File: config.mk
export PLATFORM = sky130hd
export DESIGN_NAME = dcache_pmem_arb
export DESIGN_NICKNAME = d
export VERILOG_FILES = /design/src/rtl/dcache_pmem_arb.sv
export SDC_FILE = /design/constraint.sdc
export NUM_CORES = 1
export LEC_CHECK = 0
export BUFFER_PORTS_ARGS = -buffer_cell sky130_fd_sc_hd__buf_2
export CAP_MARGIN = 20
export CORE_MARGIN = 2
export CORE_UTILIZATION = 43
export DETAILED_ROUTE_END_ITERATION = 16
export PLACE_DENSITY = 0.64
export RECOVER_POWER = 25
export REMOVE_ABC_BUFFERS = 1
export SYNTH_ARGS = -nofsm -noshare
export SYNTH_HDL_FRONTEND = slang
export SYNTH_SLANG_ARGS = --single-unit
File: constraint.sdc
create_clock -name clk_i -period 6.2 [get_ports clk_i]
set_clock_uncertainty 0.1 [all_clocks]
set_input_delay 0.31 -clock clk_i [delete_from_list [all_inputs] [get_ports clk_i]]
set_output_delay 0.31 -clock clk_i [all_outputs]
set_load 0.05 [all_outputs]
File: src/rtl/dcache_pmem_arb.sv
// Two-requester grant for the data cache's shared pmem port.
// Holds the grant until every burst issued under it has drained.
// Build option: DCACHE_PMEM_ARB_RR_EN selects round-robin, otherwise requester 0 wins ties.
module dcache_pmem_arb #(
  parameter int PENDING_W = 10
) (
  input  logic                 clk_i,
  input  logic                 rst_i,
  input  logic [3:0]           inport0_wr_i,
  input  logic                 inport0_rd_i,
  input  logic [7:0]           inport0_len_i,
  input  logic [3:0]           inport1_wr_i,
  input  logic                 inport1_rd_i,
  input  logic [7:0]           inport1_len_i,
  input  logic                 outport_accept_i,
  input  logic                 outport_ack_i,
  input  logic                 outport_error_i,
  output logic                 select_o,
  output logic                 busy_o,
  output logic [PENDING_W-1:0] pending_o
);

  localparam logic STATE_IDLE = 1'b0;
  localparam logic STATE_BUSY = 1'b1;

  logic                 state_reg, state_next;
  logic                 select_reg, select_next;
  logic [PENDING_W-1:0] pending_reg, pending_next;
  logic [7:0]           beat_reg, beat_next;

  logic       req0, req1, any_req, own_req, own_rd, winner;
  logic [3:0] own_wr;
  logic [7:0] own_len;
  logic       rd_acc, wr_acc, ack_dec, overflow;
  logic [PENDING_W:0] add_val, sum_val;

  assign req0    = (|inport0_wr_i) | inport0_rd_i;
  assign req1    = (|inport1_wr_i) | inport1_rd_i;
  assign any_req = req0 | req1;
  assign own_req = select_reg ? req1 : req0;
  assign own_rd  = select_reg ? inport1_rd_i  : inport0_rd_i;
  assign own_wr  = select_reg ? inport1_wr_i  : inport0_wr_i;
  assign own_len = select_reg ? inport1_len_i : inport0_len_i;

  // The mux only forwards the owner's command, so any accept belongs to the owner.
  assign rd_acc = own_rd & outport_accept_i;
  assign wr_acc = ~own_rd & (|own_wr) & outport_accept_i;

  // Error acks retire a beat exactly like normal acks; the flag itself is not needed here.
  assign ack_dec = outport_ack_i & (pending_reg != '0);

`ifdef DCACHE_PMEM_ARB_RR_EN
  logic last_reg, last_next;
  assign winner = (req0 & req1) ? ~last_reg : req1;
`else
  assign winner = req1 & ~req0;
`endif

  always_comb begin
    add_val   = '0;
    beat_next = beat_reg;
    if (rd_acc) begin
      add_val = (PENDING_W+1)'(own_len) + (PENDING_W+1)'(1);
    end else if (wr_acc) begin
      if (beat_reg == own_len) begin
        add_val   = (PENDING_W+1)'(1);
        beat_next = 8'd0;
      end else begin
        beat_next = beat_reg + 8'd1;
      end
    end
  end

  assign sum_val      = {1'b0, pending_reg} + add_val - (PENDING_W+1)'(ack_dec);
  assign overflow     = sum_val[PENDING_W];
  assign pending_next = sum_val[PENDING_W-1:0];

  always_comb begin
    state_next  = state_reg;
    select_next = select_reg;
`ifdef DCACHE_PMEM_ARB_RR_EN
    last_next   = last_reg;
`endif
    case (state_reg)
      STATE_IDLE: begin
        // An accepted owner command always commits the grant, even if the other side now wins.
        if (own_req && outport_accept_i) begin
          state_next = STATE_BUSY;
`ifdef DCACHE_PMEM_ARB_RR_EN
          last_next  = select_reg;
`endif
        end else if (any_req && (winner != select_reg)) begin
          select_next = winner;
        end
      end
      default: begin
        // Leave as the last ack retires so select is still correct during that ack.
        if ((pending_next == '0) && (beat_reg == 8'd0) && !own_req && !outport_accept_i)
          state_next = STATE_IDLE;
      end
    endcase
  end

  always_ff @(posedge clk_i or posedge rst_i) begin
    if (rst_i) begin
      state_reg   <= STATE_IDLE;
      select_reg  <= 1'b0;
      pending_reg <= '0;
      beat_reg    <= 8'd0;
    end else begin
      state_reg   <= state_next;
      select_reg  <= select_next;
      pending_reg <= pending_next;
      beat_reg    <= beat_next;
    end
  end

`ifdef DCACHE_PMEM_ARB_RR_EN
  always_ff @(posedge clk_i or posedge rst_i) begin
    if (rst_i) last_reg <= 1'b0;
    else       last_reg <= last_next;
  end
`endif

  assign select_o  = select_reg;
  assign busy_o    = (state_reg == STATE_BUSY);
  assign pending_o = pending_reg;

  always @(posedge clk_i) begin
    if (!rst_i) begin
      assert (!(outport_ack_i && (pending_reg == '0)))
        else $warning("dcache_pmem_arb: ack with nothing outstanding");
      assert (!overflow);
    end
  end

endmodule
; ---- Yosys cells after proc, flatten, opt, wreduce, memory -nomap -nowiden
; Cells that the tools add are included.
[word_totals]
input_bits = 31
out_inout_bits = 12
wordCells = 49
register_bits = 20
[op_classes]
n_eq_ne = 2
add_sub_neg = 4
bitwise = 13
mux = 11
n_reduce_logical = 15
[op_table]
columns = operator, count
row1 = $mux W8, 2
row2 = $reduce_or A4 Y1, 3
row3 = $add A10 B9 Y10, 1
row4 = $logic_not A10 Y1, 1
row5 = $reduce_bool A10 Y1, 1
row6 = $sub A10 B1 Y10, 1
row7 = $add A8 B1 Y9 const B, 1
row8 = $mux W9, 1
row9 = $add A8 B1 Y8 const B, 1
row10 = $eq A8 B8 Y1, 1
row11 = $logic_not A8 Y1, 1
row12 = $mux W1, 7
row13 = $and A1 B1 Y1, 5
row14 = $logic_and A1 B1 Y1, 5
row15 = $not A1 Y1, 5
row16 = $mux W4, 1
row17 = $or A1 B1 Y1, 3
row18 = $reduce_and A3 Y1, 1
row19 = $logic_not A1 Y1, 2
row20 = $reduce_and A2 Y1, 1
row21 = $ne A1 B1 Y1, 1

; ---- Depth between registers and ports, before layout
[logic_depth]
ltp_word = 14
ltp_mapped = 18
depth_no_buf = 16

; ---- Worst setup path after synthesis
; No wires, ideal clock.
[synth_timing]
kind = reg-to-reg
start = register select_reg (netlist: select_o)
end = register state_reg (netlist: busy_o)
arrival_ns = 4.544
stages_incl_launch_ff = 18
slack_ns = 1.430
setup_time_ns = 0.126
synth_period_minus_slack_ns = 4.770
path_cell_list = dfrtp_1 buf_4 buf_12 mux2i_1 xnor2_1 nand4_1 nor2_1 a22oi_1 ha_1 inv_1 ha_1 fa_1 a21o_1 a21oi_1 xnor2_1 or4b_1 or4_1 o32a_1
[synth_via]
elab_chain_cells = 14
[synth_lines]
columns = item, line
row1 = from (decl), 27  ; logic select_reg, select_next;
row2 = from (signal assigned), 112  ; select_reg <= select_next;
row3 = "parallel branches: the longest is 5 deep, another holds $add A8 B1 Y9", -
row4 = $mux W9 *, 62  ; if (rd_acc) begin
row5 = $add A10 B9 Y10 *, 74  ; assign sum_val = {1'b0, pending_reg} + add_val - (PENDING_W+1)'(ack_dec);
row6 = $sub A10 B1 Y10 *, 74
row7 = named net sum_val[4], 35  ; logic [PENDING_W:0] add_val, sum_val;
row8 = $logic_not A10 Y1 *, 98  ; if ((pending_next == '0) && (beat_reg == 8'd0) && !own_req && !outport_accept_i)
row9 = $logic_and A1 B1 Y1 * (3 in series), 98
row10 = $mux W1 *, 98
row11 = $mux W1 *, 84  ; case (state_reg)
row12 = named net state_next, 26  ; logic state_reg, state_next;
row13 = to (signal assigned), 111  ; state_reg <= state_next;
row14 = to (decl), 26
; Mark *: on every way through the listed nets, which the timed path passes.
; A chain may end at the register's enable or synchronous reset.

; ---- Worst setup path after layout
; Same ends and word-level chain as after synthesis.

==> flow_metrics.tcl <==
set metrics [dict create \
    syn_area_per_cell_sq_um 8.44 \
    diodes 0 \
    ios 43 \
    critPathKind "reg -> reg" \
    netlist_area_sq_um 1890 \
    cts_hold_buf 0 \
    synth_edf_count 0 \
    synth_commonest_cells "inv_1, ha_1, dfrtp_1" \
    drv_cap 0 \
    grt_usage_pct 18.2 \
    synth_seq_cells 20 \
    crit_path_max_fanout 18 \
    fp.dieH_microns 70.3 \
    htreeDepth 1 \
    worstSetupEndpointType "register" \
    initial_core_util_pct 44.0 \
    finalSetupViolCount 0 \
    finalNetCount 320 \
    first_global_vias 1597 \
    worstPathArrival_ns 4.90 \
    synth_top_area_share_pct 26.5 \
    power_density_nw_per_um2 521 \
    design.die.area_sq_um 4940 \
    cpMaxStageDelayCell "dfrtp_1" \
    clock_path_buffers 2 \
    top_layer_used "met4" \
    final_antenna_net_count 0 \
    ys_types 44 \
    drt_wl_total_microns 4320 \
    wl_met3_microns 229 \
    hpwl_microns 3430 \
    synthCells 224 \
    row_count 24 \
    finalMaxSlewViolations 0 \
    synth.area.top_cells "dfrtp_1, ha_1, inv_1, mux2i_1, xnor2_1" \
    ir_drop_v 0.000306 \
    post_cts_buffers 0 \
    cts_tree "done" \
    cts.sinks 20 \
    slowest_delay_ns 0.86 \
    dp_cells 314 \
    via_per_inst 5.29 \
    wl_per_cell_microns 13.6 \
    cts-resized-gates 0 \
    portBuffers 41 \
    drive_gt1_share_pct 19.2 \
    final_util_pct 51.3 \
    drtPass1Iterations 5 \
    synth_most_common_cell "inv_1" \
    clock_latency_ns 0.26 \
    startpoint_type "register" \
    rsz0062_at_grt "false" \
    grt_first_pass_wirelength_microns 7300 \
    hp-class "in -> async" \
    area_delta_synth_final_pct 16.6 \
    fmax_ghz 0.206 \
    grt_overflow 0 \
    antenna_found_initial 0 \
    wl_met1_microns 2160 \
    core_sq_um 4290 \
    yosys.area.top_type "dfrtp_1" \
    vias 1681 \
    cp_cell_sequence "mux2i_1, xor2_1, nand4_1, nor2_1, a22oi_1, ha_1, inv_1, ha_1, fa_1, a21o_1, a21oi_1, xnor2_1, or4b_1, or4_1, o32a_1" \
    finalCritPeriodShare_pct 78.2 \
    die_x_microns 70.3 \
    holdWs_ns 0.0844 \
    clkTransAtPathRegs_ns 0.08 \
    ys_seq_area_share_pct 26.5 \
    tightest_slew_ns 0.783 \
    finalPower_mw 1.15 \
    final_cells 318 \
    final_hold_viol_count 0 \
    cpMostUsedCell "ha_1" \
    drc_errors 0 \
    async_reset_ff_share_pct 100 \
    root_buffer "clkbuf_8" \
    gp_congestion 0.792 \
    slew_headroom_pct 47.7 \
    fin_setup_tns_ns 0 \
    synth-main-ff-cell "dfrtp_1" \
    leakagePower_nw 1.16 \
    finalCriticalPeriod_ns 4.85 \
    grt_max_degree 21 \
    drt-initial-drc-count 96 \
    crit_required_ns 6.25 \
    largest_reg_flops 10 \
    yosys_warnings 0 \
    status "complete, no violations" \
    route.met2.wl_microns 1910 \
    cts_buffers 3 \
]
[final timing paths]
kind	endpoint	depth (start not counted)	from	slack (ns)
worst max-delay path	busy_o	15	select_o	1.35
worst min-delay path	beat_reg[2]	2	rst_i	0.08
worst max register to register	busy_o	15	select_o	1.35
worst min register to register	beat_reg[7]	1	beat_reg[7]	0.48
max in group asynchronous	pending_o[6]	2	rst_i	5.43
min in group clk_i	select_o	3	outport_accept_i	0.31
[stage by stage]
stage | cell area [sq um] | worst slack (ns)
final | 2200 | 1.35
after global routing | 2200 | 0.978
after CTS | 2200 | 1.35
after detailed placement | 2130 | 1.40
after global placement | 2130 | 1.40
after floorplan | 1860 | 1.28
[critical path: cells and delay by family, from the launching register on]
family	cells	cell delay, ns
fa+ha+maj	3	0.91
compound gates	4	0.84
simple gates	4	1.21
flops	1	0.86
buf+inv	1	0.04
mux	1	0.46
xor+xnor	2	0.32
[report_power, final]
group / leakage, nW / switching [mW] / internal, mW
combinational: 0.887 / 0.491 / 0.292
sequential: 0.238 / 0.0474 / 0.188
clock: 0.0357 / 0.0453 / 0.0862
[final cells by class]
cell class / count / area [sq um]
Fill cell: 446 / 2090
Multi-Input combinational cell: 164 / 1220
Sequential cell: 20 / 500
Timing Repair Buffer: 42 / 213
Inverter: 36 / 135
Tap cell: 52 / 65.1
Clock buffer: 3 / 41.3
Clock inverter: 1 / 30.0
[kinds of logic after synthesis]
group | share of synthesized area [%]
adder cells (fa/ha/maj) | 15.0
flip-flops | 26.5
AND/OR/NAND/NOR | 19.7
XOR/XNOR | 8.80
AO/OA/AOI/OAI | 15.8
buffers and inverters | 9.00
multiplexers | 5.36
[cells in the final DEF, fill, tap and decap left out, drive strengths merged, types with 5 or more instances in the layout]
cell,synthesis,layout
xnor2,10,10
nor4,5,5
nor2,14,14
a22o,6,6
mux2i,9,9
dfrtp,20,20
inv,36,36
and3,5,5
nor2b,7,7
xor2,9,9
nor3,6,6
a21oi,10,10
nand2,12,12
o21ai,11,11
buf,2,42
ha,21,21
nand3,9,9
[metal layers]
metal  up-vias  GRT usage (%)
met5         -              0
met4         0           3.21
met3         2           2.02
met2        57           29.4
met1       753           26.6
li1        869              -
Power figures use the tool's default switching activity.
